`src/rtl/sram_req_arbiter.sv`:
```
// Arbitrates one sram-like port between instruction fetch and load/store traffic.
// Each accepted request gets an owner tag in an in-order FIFO; the tag steers the response back.
module sram_req_arbiter #(
    parameter int unsigned MAX_OUTST = 4
) (
    input  logic        clk,
    input  logic        reset,

    input  logic        inst_req,
    input  logic [31:0] inst_addr,
    output logic        inst_addr_ok,
    output logic        inst_data_ok,
    output logic [31:0] inst_rdata,

    input  logic        data_req,
    input  logic        data_wr,
    input  logic [1:0]  data_size,
    input  logic [3:0]  data_wstrb,
    input  logic [31:0] data_addr,
    input  logic [31:0] data_wdata,
    output logic        data_addr_ok,
    output logic        data_data_ok,
    output logic [31:0] data_rdata,

    output logic        mem_req,
    output logic        mem_wr,
    output logic [1:0]  mem_size,
    output logic [3:0]  mem_wstrb,
    output logic [31:0] mem_addr,
    output logic [31:0] mem_wdata,
    input  logic        mem_addr_ok,
    input  logic        mem_data_ok,
    input  logic [31:0] mem_rdata
);

    localparam int unsigned PTR_W = $clog2(MAX_OUTST);
    localparam int unsigned CNT_W = $clog2(MAX_OUTST) + 1;
    localparam logic [CNT_W-1:0] FULL_CNT = CNT_W'(MAX_OUTST);

    typedef enum logic {
        OWNER_INST = 1'b0,
        OWNER_DATA = 1'b1
    } owner_e;

    logic             lock_valid_q, lock_valid_d;
    owner_e           lock_id_q, lock_id_d;
    owner_e           tags_q [MAX_OUTST];
    owner_e           tags_d [MAX_OUTST];
    logic [CNT_W-1:0] count_q, count_d;
    logic [PTR_W-1:0] wr_ptr_q, wr_ptr_d;
    logic [PTR_W-1:0] rd_ptr_q, rd_ptr_d;

    owner_e grant;
    owner_e head;
    logic   grant_req;
    logic   full;
    logic   accept;
    logic   pop;

    // A pending (offered but not accepted) request keeps the port until it is taken or withdrawn.
    always_comb begin
        grant = OWNER_INST;
        if (lock_valid_q) begin
            grant = lock_id_q;
        end else if (data_req) begin
            grant = OWNER_DATA;
        end
        grant_req    = (grant == OWNER_DATA) ? data_req : inst_req;
        full         = (count_q == FULL_CNT);
        mem_req      = grant_req & ~full;
        accept       = mem_req & mem_addr_ok;
        inst_addr_ok = accept & (grant == OWNER_INST);
        data_addr_ok = accept & (grant == OWNER_DATA);
    end

    always_comb begin
        mem_wr    = 1'b0;
        mem_size  = 2'b10;
        mem_wstrb = '0;
        mem_addr  = inst_addr;
        mem_wdata = '0;
        if (grant == OWNER_DATA) begin
            mem_wr    = data_wr;
            mem_size  = data_size;
            mem_wstrb = data_wstrb;
            mem_addr  = data_addr;
            mem_wdata = data_wdata;
        end
    end

    // Responses arriving with nothing outstanding are dropped without touching state.
    always_comb begin
        head         = tags_q[rd_ptr_q];
        pop          = mem_data_ok & (count_q != '0);
        inst_data_ok = pop & (head == OWNER_INST);
        data_data_ok = pop & (head == OWNER_DATA);
        inst_rdata   = mem_rdata;
        data_rdata   = mem_rdata;
    end

    always_comb begin
        lock_valid_d = mem_req & ~mem_addr_ok;
        lock_id_d    = lock_valid_d ? grant : lock_id_q;
        tags_d       = tags_q;
        wr_ptr_d     = wr_ptr_q;
        rd_ptr_d     = rd_ptr_q;
        count_d      = count_q;

        if (accept) begin
            tags_d[wr_ptr_q] = grant;
            wr_ptr_d         = wr_ptr_q + PTR_W'(1);
        end
        if (pop) begin
            rd_ptr_d = rd_ptr_q + PTR_W'(1);
        end

        case ({accept, pop})
            2'b10:   count_d = count_q + CNT_W'(1);
            2'b01:   count_d = count_q - CNT_W'(1);
            default: count_d = count_q;
        endcase
    end

    always_ff @(posedge clk) begin
        if (reset) begin
            lock_valid_q <= 1'b0;
            lock_id_q    <= OWNER_INST;
            count_q      <= '0;
            wr_ptr_q     <= '0;
            rd_ptr_q     <= '0;
            for (int unsigned i = 0; i < MAX_OUTST; i++) begin
                tags_q[i] <= OWNER_INST;
            end
        end else begin
            lock_valid_q <= lock_valid_d;
            lock_id_q    <= lock_id_d;
            count_q      <= count_d;
            wr_ptr_q     <= wr_ptr_d;
            rd_ptr_q     <= rd_ptr_d;
            tags_q       <= tags_d;
        end
    end

endmodule

```
`config.mk`:
```
export PLATFORM = sky130hd
export DESIGN_NAME = sram_req_arbiter
export DESIGN_NICKNAME = d
export VERILOG_FILES = /design/src/rtl/sram_req_arbiter.sv
export SDC_FILE = /design/constraint.sdc
export NUM_CORES = 1
export LEC_CHECK = 0
export ABC_AREA = 1
export BUFFER_PORTS_ARGS = -buffer_cell sky130_fd_sc_hd__buf_2
export CAP_MARGIN = 30
export CORE_AREA = 5 5 105 107
export DETAILED_ROUTE_END_ITERATION = 7
export DIE_AREA = 0 0 110 112
export SLEW_MARGIN = 20
export SYNTH_ARGS = -nofsm -noshare
export SYNTH_HDL_FRONTEND = slang
export SYNTH_SLANG_ARGS = --single-unit
```
`constraint.sdc`:
```
create_clock -name clk -period 2.5 [get_ports clk]
set_input_delay 0.375 -clock clk [delete_from_list [all_inputs] [get_ports clk]]
set_output_delay 0.375 -clock clk [all_outputs]
set_load 0.02 [all_outputs]
```
==> impl_metrics.csv <==
group,metric,value,unit
synthesis,ys.warnings.count,0,
synthesis,synthAdderAreaFrac,4.15,%
worst_setup_path,worstPathCellList,"inv_1 -> nand2_2 -> nand2_4 -> inv_2 -> buf_12 -> nand2_1 -> nand2_1 -> buf_2",
hold_path,worstHoldStart,"reset",
sta,layout_worst_path_cycle_share,80.0,%
sta,maxClockFrequency,500,MHz
sta,final_slew_violations,0,
clock_tree,postCtsSetupRepairBufs,0,
route,drt_drc_violations_left,0,
sta,worst_pin_slew,0.336,ns
synthesis,post-synth-top-area-fraction,25.3,%
worst_setup_path,register_to_register_path_depth,13,
run_status,run_status,"finished clean",
final_layout,layout.cells.most_common_list,"184 x sky130_fd_sc_hd__buf_2, 113 x sky130_fd_sc_hd__nand2_1, 57 x sky130_fd_sc_hd__inv_1",
clock_tree,tritoncts,"built",
power_and_ir_drop,ir_worst_vdd,0.000213,V
synthesis,biggest_area_contributors_in_the_synthesized_netlist,"sky130_fd_sc_hd__buf_4 25%, sky130_fd_sc_hd__nand2_1 21%, sky130_fd_sc_hd__dfxtp_1 13%",
floorplan,placement_rows,37,
clock_tree,cts-root-to-sink-buffers,2,
synthesis,ys_seq_area_share,13.1,%
worst_setup_path,crit_path_max_incr_delay,0.36,ns
synthesis,netlist_area,1990,um^2
synthesis,post_synth_xor_xnor_area,0.440,%
route,route.detailed.vias_per_inst,3.75,
synthesis,main_combinational_cell_family_by_area_after_synthesis,"buffers and inverters",
worst_setup_path,timing.critical_path.buf_inv,4,
worst_setup_path,cp_max_fo,46,
sta,finalHoldViolations,0,
floorplan,effective_utilization_at_floorplan,19.8,%
hold_path,worstHoldPathCells,2,
clock_tree,postCtsResizedCells,0,
sta,grt_setup_unrepaired,"false",
clock_tree,htreeDepth,1,
sta,totalNegativeSetupSlack,0,ns
clock_tree,tritoncts.num_buffers,3,
clock_tree,total_of_hold_buffers_inserted_after_clock_tree_synthesis,0,
final_layout,fill_cells,1170,
placed_design,dp_hpwl,5610,um
global_routing,global_route_wire_length_before_repair,9380,um
hold_path,worstHoldPathType,"input pin to flip-flop",
clock_tree,clock_insertion_delay_worst_skew,0.24,ns
worst_setup_path,crit_path_start_kind,"flip-flop",
synthesis,syn_nets,503,
run,maxCapViolCount,0,
final_layout,drive_above_1_share,42.3,%
floorplan,design.core.area,10000,um^2
sta,final-setup-viol-count,0,
synthesis,synthesis.instances,356,
worst_setup_path,regToRegEndpoint,"count_q[2]",
worst_setup_path,worst_path_dominant_cell_family,"buffers and inverters",
floorplan,die_w,110,um
synthesis,async_set_reset_flop_share_out_of_synthesis,0,%
worst_setup_path,cp.required,2.12,ns
synthesis,post_synth.cell_area_avg,5.59,um^2
synthesis,synth_simple_gate_area_share,39.2,%
synthesis,synth_compound_gate_area_share,3.65,%
synthesis,synth_seq_cells,13,
final_layout,syn_to_final_growth,30.7,%
route,avgRoutedWirePerCell,10.7,um
power_and_ir_drop,power_density,484,nW/um^2
sta,worst_slew_margin_rel,77.6,%
floorplan,fp.dieArea,12300,um^2
placed_design,gp_congestion,0.769,
placed_design,buffer_ports.inserted,184,
synthesis,yosys.cell_types.count,24,
global_routing,grt_antenna_before_repair,0,
clock_tree,cts_root_buffer,"sky130_fd_sc_hd__clkbuf_8",
synthesis,ys_dominant_reg_cell,"sky130_fd_sc_hd__dfxtp_1",
synthesis,muxShareOfSynthArea,0,%
power_and_ir_drop,cellLeakagePower,1.73,nW
final_layout,mostFrequentLayoutCell,"sky130_fd_sc_hd__buf_2",
hold_path,worst_hold_path.endpoint,"tags_q[3]",
worst_setup_path,worstSetupEndpointType,"primary output",
worst_setup_path,worst_r2r_startpoint,"lock_valid_q",
route,firstDrtPassIters,4,
global_routing,grt_util_all_layers,9.26,%
route,drt_initial_violations,74,
clock_tree,cts.clk_slew.worst_paths,0.05,ns
final_layout,number_of_nets_in_the_final_layout,618,
worst_setup_path,critical-path-slowest-cell,"sky130_fd_sc_hd__dfxtp_1",
floorplan,io-pin-count,281,
floorplan,floorplan.die.height,112,um
synthesis,synth_largest_area_cell,"sky130_fd_sc_hd__buf_4",
worst_setup_path,path_class,"flip-flop to primary output",
clock_tree,tritoncts_num_sinks,13,
power_and_ir_drop,total_power,1.26,mW
route,wirelength,6500,um
sta,fin_crit,2.00,ns
worst_setup_path,critPathArrivalTime,1.63,ns
final_layout,antenna-diode-count,0,
worst_setup_path,reg2reg_slack,0.51,ns
route,ant_nets,0,
global_routing,first_global_vias,2182,
worst_setup_path,path_common_cell,"sky130_fd_sc_hd__nand2_1",
sta,fin_skew,0.00221,ns
synthesis,synth_enable_flop_cells,0,
global_routing,grt.overflow.total,0,
route,vias,2271,
global_routing,grt_max_degree,47,
==> cells in the mapped netlist, types with 4 or more instances <==
cell                       number
sky130_fd_sc_hd__nand2_1      113
sky130_fd_sc_hd__buf_4         67
sky130_fd_sc_hd__inv_1         57
sky130_fd_sc_hd__nor2_1        52
sky130_fd_sc_hd__dfxtp_1       13
sky130_fd_sc_hd__a21oi_1        8
sky130_fd_sc_hd__nand4_1        8
sky130_fd_sc_hd__ha_1           5
sky130_fd_sc_hd__o21ai_0        5
sky130_fd_sc_hd__buf_2          4
sky130_fd_sc_hd__clkbuf_1       4
sky130_fd_sc_hd__nand3_1        4
==> worst max-delay path by stage <==
stage / from / end / slack [ns] / depth (start not counted)
after global placement: data_req / count_q[2] / 0.43 / 13
after global routing: lock_valid_q / count_q[2] / 0.19 / 13
after detailed placement: data_req / count_q[2] / 0.41 / 13
after CTS: lock_valid_q / mem_addr[8] / 0.48 / 8
after floorplan: lock_valid_q / count_q[2] / 0.62 / 13
final: lock_valid_q / mem_addr[0] / 0.50 / 8
==> report_power, final <==
part / internal, mW / switching (mW)
Clock: 0.112 / 0.0736
Sequential: 0.248 / 0.0259
Combinational: 0.291 / 0.506
==> registers in the layout, summed over array words and instances (netlist names) <==
signal and flops:
count_q 3, lock_id_q 1, lock_valid_q 1, rd_ptr_q 2, tags_q 4, wr_ptr_q 2
==> stage by stage <==
stage	util [%]	worst slack, ns	area [um^2]	std cells	hold WS, ns
floorplan	-	0.616	1990	356	0.458
global placement	25.4	0.427	2550	602	0.479
detailed placement	25.4	0.407	2550	602	0.480
CTS	25.9	0.476	2600	606	0.452
global route	25.9	0.194	2600	606	0.474
finish	25.9	0.500	2600	606	0.456
==> logic make-up after synthesis <==
| group | Yosys count |
|---|---|
| XOR/XNOR | 1 |
| AND/OR/NAND/NOR | 186 |
| buffers and inverters | 136 |
| adder cells (fa/ha/maj) | 6 |
| flip-flops | 13 |
| AO/OA/AOI/OAI | 14 |
==> area by class of cell <==
cell class | instances | area [um^2] | area share [%]
repair buffers | 187 | 956 | 36.8
flip-flops and latches | 13 | 260 | 10.0
multi-input cells | 207 | 945 | 36.3
well taps | 136 | 170 | 6.54
clock buffers | 4 | 45.0 | 1.73
inverters | 59 | 224 | 8.61
==> layer usage <==
layer  up-vias  GRT usage, %  part of all wire [%]
met3        12          2.72                    13
met2       149          15.5                    45
li1       1201             -                     -
met1       909          11.4                    41
met4         0          2.58                   1.6
met5         -             0                     0
No activity file was read; power rests on OpenSTA's default activity.
